### src/rtl/cpu_pkg.sv
// ---------------------------------------------------------------------------
// cpu_pkg
// Shared definitions for the fetch stage of the 32-bit RISC core.
//   PC_W      : program-counter / instruction-address width
//   RESET_PC  : PC value loaded by reset
//   state_e   : pc_sequencer FSM encoding (visible on the debug state port)
// ---------------------------------------------------------------------------
package cpu_pkg;

  localparam int PC_W = 5;
  localparam logic [PC_W-1:0] RESET_PC = 5'd0;

  typedef enum logic [1:0] {
    ST_IDLE  = 2'd0,
    ST_FETCH = 2'd1,
    ST_HOLD  = 2'd2,
    ST_HALT  = 2'd3
  } state_e;

endpackage

### src/rtl/pc_next_sel.sv
// ---------------------------------------------------------------------------
// pc_next_sel
// Combinational next-PC selection for the fetch sequencer.
// Priority: jump this cycle > branch this cycle > pending target > pc+1.
// Ports:
//   pc            in  current PC
//   jump          in  jump pulse this cycle
//   jump_target   in  jump destination
//   branch_taken  in  branch pulse this cycle
//   branch_target in  branch destination
//   pend_valid    in  a captured redirect is waiting
//   pend_pc       in  captured redirect destination
//   next_pc       out selected next PC
//   redirect_used out next_pc came from a redirect (fetched word is discarded)
//   wrap          out the increment rolls the PC from all-ones to zero
// ---------------------------------------------------------------------------
module pc_next_sel #(
  parameter int PC_W = cpu_pkg::PC_W
) (
  input  logic [PC_W-1:0] pc,
  input  logic            jump,
  input  logic [PC_W-1:0] jump_target,
  input  logic            branch_taken,
  input  logic [PC_W-1:0] branch_target,
  input  logic            pend_valid,
  input  logic [PC_W-1:0] pend_pc,
  output logic [PC_W-1:0] next_pc,
  output logic            redirect_used,
  output logic            wrap
);

  logic [PC_W-1:0] pc_inc;

  // Natural modulo-2^PC_W rollover.
  assign pc_inc = pc + {{(PC_W-1){1'b0}}, 1'b1};

  always_comb begin
    next_pc       = pc_inc;
    redirect_used = 1'b1;
    wrap          = 1'b0;
    if (jump) begin
      next_pc = jump_target;
    end else if (branch_taken) begin
      next_pc = branch_target;
    end else if (pend_valid) begin
      next_pc = pend_pc;
    end else begin
      redirect_used = 1'b0;
      // Only a true increment from all-ones counts; a redirect to 0 does not.
      wrap          = &pc;
    end
  end

endmodule

### src/rtl/pc_sequencer.sv
// ---------------------------------------------------------------------------
// pc_sequencer
// Fetch-stage program-counter sequencer. Owns the PC, issues instruction
// memory requests, and applies branch/jump redirects, stall and halt.
//
// Handshake: imem_req is a registered request held high with imem_addr
// stable until imem_ack; an ack edge with imem_req=1 in FETCH completes the
// fetch. imem_ack at any other time is ignored.
//
// Ports:
//   clk, rst        clock, asynchronous active-high reset
//   stall, halt     level controls from the control unit
//   resume          pulse; leave HALT (only when halt is low)
//   branch_taken/branch_target, jump/jump_target   redirect pulses + targets
//   imem_req, imem_addr, imem_ack                  instruction memory port
//   pc              current PC (registered)
//   instr_valid     pulse; word fetched at the previous pc is valid
//   wrap            pulse; PC incremented from all-ones to zero
//   state           FSM state for debug (IDLE=0 FETCH=1 HOLD=2 HALT=3)
// ---------------------------------------------------------------------------
module pc_sequencer
  import cpu_pkg::state_e;
  import cpu_pkg::ST_IDLE;
  import cpu_pkg::ST_FETCH;
  import cpu_pkg::ST_HOLD;
  import cpu_pkg::ST_HALT;
#(
  parameter int                PC_W     = cpu_pkg::PC_W,
  parameter logic [PC_W-1:0]   RESET_PC = cpu_pkg::RESET_PC
) (
  input  logic            clk,
  input  logic            rst,
  input  logic            stall,
  input  logic            halt,
  input  logic            resume,
  input  logic            branch_taken,
  input  logic [PC_W-1:0] branch_target,
  input  logic            jump,
  input  logic [PC_W-1:0] jump_target,
  output logic            imem_req,
  output logic [PC_W-1:0] imem_addr,
  input  logic            imem_ack,
  output logic [PC_W-1:0] pc,
  output logic            instr_valid,
  output logic            wrap,
  output logic [1:0]      state
);

  state_e          state_q;
  logic [PC_W-1:0] pc_q;
  logic            req_q;
  logic            instr_valid_q;
  logic            wrap_q;
  logic            pend_valid_q;
  logic [PC_W-1:0] pend_pc_q;

  logic [PC_W-1:0] sel_next_pc;
  logic            sel_redirect;
  logic            sel_wrap;

  // Redirect arriving this cycle (jump beats branch).
  logic            redir_now;
  logic [PC_W-1:0] redir_pc;
  // Pending view including a pulse arriving this cycle.
  logic            pend_any;
  logic [PC_W-1:0] pend_any_pc;

  assign redir_now   = jump | branch_taken;
  assign redir_pc    = jump ? jump_target : branch_target;
  assign pend_any    = pend_valid_q | redir_now;
  assign pend_any_pc = redir_now ? redir_pc : pend_pc_q;

  pc_next_sel #(.PC_W(PC_W)) u_next_sel (
    .pc            (pc_q),
    .jump          (jump),
    .jump_target   (jump_target),
    .branch_taken  (branch_taken),
    .branch_target (branch_target),
    .pend_valid    (pend_valid_q),
    .pend_pc       (pend_pc_q),
    .next_pc       (sel_next_pc),
    .redirect_used (sel_redirect),
    .wrap          (sel_wrap)
  );

  always_ff @(posedge clk or posedge rst) begin
    if (rst) begin
      state_q       <= ST_IDLE;
      pc_q          <= RESET_PC;
      req_q         <= 1'b0;
      instr_valid_q <= 1'b0;
      wrap_q        <= 1'b0;
      pend_valid_q  <= 1'b0;
      pend_pc_q     <= '0;
    end else begin
      instr_valid_q <= 1'b0;
      wrap_q        <= 1'b0;

      // Capture any redirect; later assignments below may consume/clear it.
      if (redir_now) begin
        pend_valid_q <= 1'b1;
        pend_pc_q    <= redir_pc;
      end

      unique case (state_q)
        ST_IDLE: begin
          state_q <= ST_FETCH;
          req_q   <= 1'b1;
        end

        ST_FETCH: begin
          if (!req_q) begin
            // One-cycle entry after a pending redirect was loaded into pc.
            req_q <= 1'b1;
          end else if (imem_ack) begin
            pc_q          <= sel_next_pc;
            instr_valid_q <= ~sel_redirect;
            wrap_q        <= sel_wrap;
            if (sel_redirect) begin
              pend_valid_q <= 1'b0;
            end
            if (halt) begin
              state_q <= ST_HALT;
              req_q   <= 1'b0;
            end else if (stall) begin
              state_q <= ST_HOLD;
              req_q   <= 1'b0;
            end
          end
        end

        ST_HOLD, ST_HALT: begin
          if (halt) begin
            state_q <= ST_HALT;
          end else if ((state_q == ST_HOLD) ? !stall : resume) begin
            state_q <= ST_FETCH;
            if (pend_any) begin
              // Apply the redirect before the first request; that fetch is
              // on the correct path, so it is not flushed.
              pc_q         <= pend_any_pc;
              pend_valid_q <= 1'b0;
              req_q        <= 1'b0;
            end else begin
              req_q <= 1'b1;
            end
          end
        end

        default: state_q <= ST_IDLE;
      endcase
    end
  end

  assign imem_req    = req_q;
  assign imem_addr   = pc_q;
  assign pc          = pc_q;
  assign instr_valid = instr_valid_q;
  assign wrap        = wrap_q;
  assign state       = state_q;

endmodule

### config.mk
export PLATFORM = sky130hd
export DESIGN_NAME = pc_sequencer
export DESIGN_NICKNAME = d
export VERILOG_FILES = /design/src/rtl/cpu_pkg.sv /design/src/rtl/pc_next_sel.sv /design/src/rtl/pc_sequencer.sv
export SDC_FILE = /design/constraint.sdc
export NUM_CORES = 1
export LEC_CHECK = 0
export CORE_MARGIN = 2
export CORE_UTILIZATION = 47
export DETAILED_ROUTE_END_ITERATION = 10
export GPL_TIMING_DRIVEN = 0
export PLACE_DENSITY = 0.83
export SYNTH_ARGS = -nofsm -noshare
export SYNTH_HDL_FRONTEND = slang
export SYNTH_SLANG_ARGS = --single-unit
### constraint.sdc
create_clock -name clk -period 4.45 [get_ports clk]
set_input_delay 0.89 -clock clk [delete_from_list [all_inputs] [get_ports clk]]
set_output_delay 0.89 -clock clk [all_outputs]
set_load 0.01 [all_outputs]
==> results.md <==
* Outcome: complete, no violations
* Post-synthesis sequential area ratio at 42.6%
* WL per Instance at 13.7 µm
* DR DRC count at 0
* Clock Latency Late Sink at 0.29 ns
* Total power at 714 µW
* Simple-Gate Fraction of Synth Area at 21.0%
* Diodes inserted at 0
* Syn nets at 118
* Area share of fa/ha/maj cells after synthesis at 2.66%
* Port Buffers at 32
* Most frequent cells in the layout: 32 x clkdlybuf4s50_1, 16 x dfrtp_1, 9 x nor2_1, 9 x nand2_1, 5 x buf_4
* Mux cell area share after synthesis at 7.98%
* H-tree Lvls at 1
* CTS resizes at 0
* Leak pwr at 0.000560 µW
* Routed Antenna Nets at 0
* Netlist cell types at 36
* Num rows at 16
* GRT Total Usage at 21.1%
* Post-layout util at 69.3%
* Post-CTS Setup Inserts at 0
* Max Cap Violations at 0
* Rel. slew slack at 59.2%
* Clock Tree Buf Depth at 2
* Vert. Die Dim at 48.7 µm
* Setup TNS at 0 ns
* Worst hold-check path type: reg2reg
* Synthesized area at 941 µm²
* Commonest non-fill, non-tap cell in the layout: clkdlybuf4s50_1
* Final Hold Fails at 0
* Cells after Synth at 98
* Slew Viols, Final at 0
* Layout cells sized above 1 at 15.7%
* Worst VDD drop at 0.321 mV
* Clk slew on worst S/H paths at 0.10 ns
* 1st-iter DRT viols at 21
* # nets final at 155
* Yosys warns at 0
* Synth Area in Compound Gates at 18.9%
* Pwr per Cell Area at 536 nW/µm²
* Worst Clk Skew at 0.00239 ns
* Dpl hpwl at 1680 µm
* Core Box Area at 1920 µm²
* CTS Buf Count at 3
* Die X at 48.7 µm
* CP endpoint kind: flip-flop
* Reg2Reg Setup Slack at 2.55 ns
* Worst EP required at 4.64 ns
* Starting Density at 49.0%
* CP Launch Type: input port
* Synthesized area per cell at 9.60 µm²
* Fillers at 164
* Drt first pass iters at 4
* Final setup vio count at 0
* Kind of critical path: in2reg
* Area of the multi-input gates at 475 µm²
* Part of the cycle the worst path needs at 53.8%
* Die area at 2380 µm²
* Seq. cell area at 400 µm²
* Io pins at 33
* Min Tclk post-route at 2.40 ns
* Vias at 876
* XOR/XNOR share of the synthesized area at 0%
* Placer congestion estimate at 0.829
* Grt total ovfl at 0
* Layout area overhead at 41.5%
* Largest net degree at the start of global routing at 17
* Largest family of logic cells by synthesized area: simple AND/OR/NAND/NOR gates
* Hold buffers post-CTS at 0
* Avg Vias per Cell at 5.44
* CTS tree: built
* First-pass GRT wire length at 3860 µm
* Crit path DAT at 2.59 ns
* CTS sink cnt at 16
* Number of global-route vias before repair at 903
* Initial antenna violation count at 0
* CP Max Fanout at 6
* RSZ-0062 raised after global routing: false
* Slew of the pin with the lowest slew margin at 0.611 ns
* WL final at 2210 µm
* Root buf cell: clkbuf_4
* Post-synthesis register bit count at 16
* Fmax at 417 MHz
## worst max-delay path, stage by stage
cell and delay, ns:
clkdlybuf4s50_1 0.44, nor2b_1 0.16, or4_4 0.45, a21oi_4 0.28, mux2_2 0.37
## state kept, by name (all words and copies together) (netlist names)
signal / flops
pend_valid_q: 1
imem_req: 1
pend_pc_q: 5
state: 2
wrap: 1
instr_valid: 1
imem_addr: 5
## kinds of logic after synthesis
kind of cell | Yosys count
simple gates | 38
compound gates | 23
flops | 16
buf+inv | 12
mux | 7
fa+ha+maj | 2
## synthesized netlist by cell type
library cell | count | area (µm²)
buf_4 | 5 | 37.5
a221oi_2 | 1 | 15.0
nor2_1 | 9 | 33.8
a311oi_1 | 2 | 17.5
a32o_1 | 1 | 10.0
a22oi_1 | 2 | 15.0
and2_1 | 1 | 6.26
a31o_2 | 1 | 8.76
or2b_1 | 1 | 7.51
mux2_2 | 4 | 45.0
buf_2 | 1 | 5.00
o31ai_1 | 1 | 7.51
nand3b_1 | 1 | 7.51
a21oi_4 | 1 | 16.3
dfrtp_1 | 16 | 400
and2_2 | 2 | 15.0
nor3_1 | 3 | 15.0
nand4_1 | 1 | 6.26
o22ai_1 | 2 | 12.5
nor4_1 | 1 | 6.26
o21ai_0 | 4 | 20.0
inv_1 | 4 | 15.0
and3_1 | 1 | 6.26
a22o_1 | 1 | 8.76
clkbuf_1 | 2 | 7.51
nand2b_1 | 2 | 12.5
nand2_1 | 9 | 33.8
nor2b_1 | 4 | 25.0
a21oi_1 | 4 | 20.0
nand3_1 | 1 | 5.00
or4_4 | 1 | 11.3
or2_2 | 1 | 6.26
mux2i_1 | 3 | 30.0
o311ai_0 | 1 | 8.76
a221oi_1 | 2 | 17.5
ha_1 | 2 | 25.0
## where the power goes
group / leakage (µW) / internal [µW] / switching [µW]
logic: 0.000352 / 220 / 151
registers: 0.000187 / 187 / 56.6
clock network: 0.0000210 / 49.9 / 49.9
## stage by stage
stage / hold WS (ns) / setup WS (ns) / area (µm²) / cells
2_1_floorplan: 0.441 / 2.30 / 941 / 98
3_3_place_gp: 0.465 / 1.78 / 1290 / 157
3_5_place_dp: 0.471 / 1.73 / 1290 / 157
4_1_cts: 0.492 / 2.05 / 1330 / 161
5_1_grt: 0.523 / 2.01 / 1330 / 161
6_report: 0.498 / 2.05 / 1330 / 161
## worst paths after layout
kind	start	endpoint	cells past startpoint
setup / recovery	stall	imem_addr[3]	5
hold / removal	pend_pc_q[3]	pend_pc_q[3]	2
setup reg to reg	state[1]	imem_addr[3]	4
hold reg to reg	pend_pc_q[3]	pend_pc_q[3]	2
max in group asynchronous	rst	pend_valid_q	2
min in group asynchronous	rst	wrap	2
## cell type report
cell class | instances | share of cell area (%)
Sequential cell | 16 | 30.1
Tap cell | 27 | 2.54
Timing Repair Buffer | 32 | 24.1
Clock buffer | 4 | 2.73
Inverter | 4 | 1.13
Multi-Input combinational cell | 70 | 35.7
Buffer | 8 | 3.76
## layer usage
metal,global-route usage [%],up-vias,wire length (µm)
met1,23.8,413,907
met3,4.94,7,129
met2,36.8,34,1120
met5,0,-,0
met4,11.4,0,51
li1,-,422,-
Note: power is estimated with default switching activity, not from simulation.
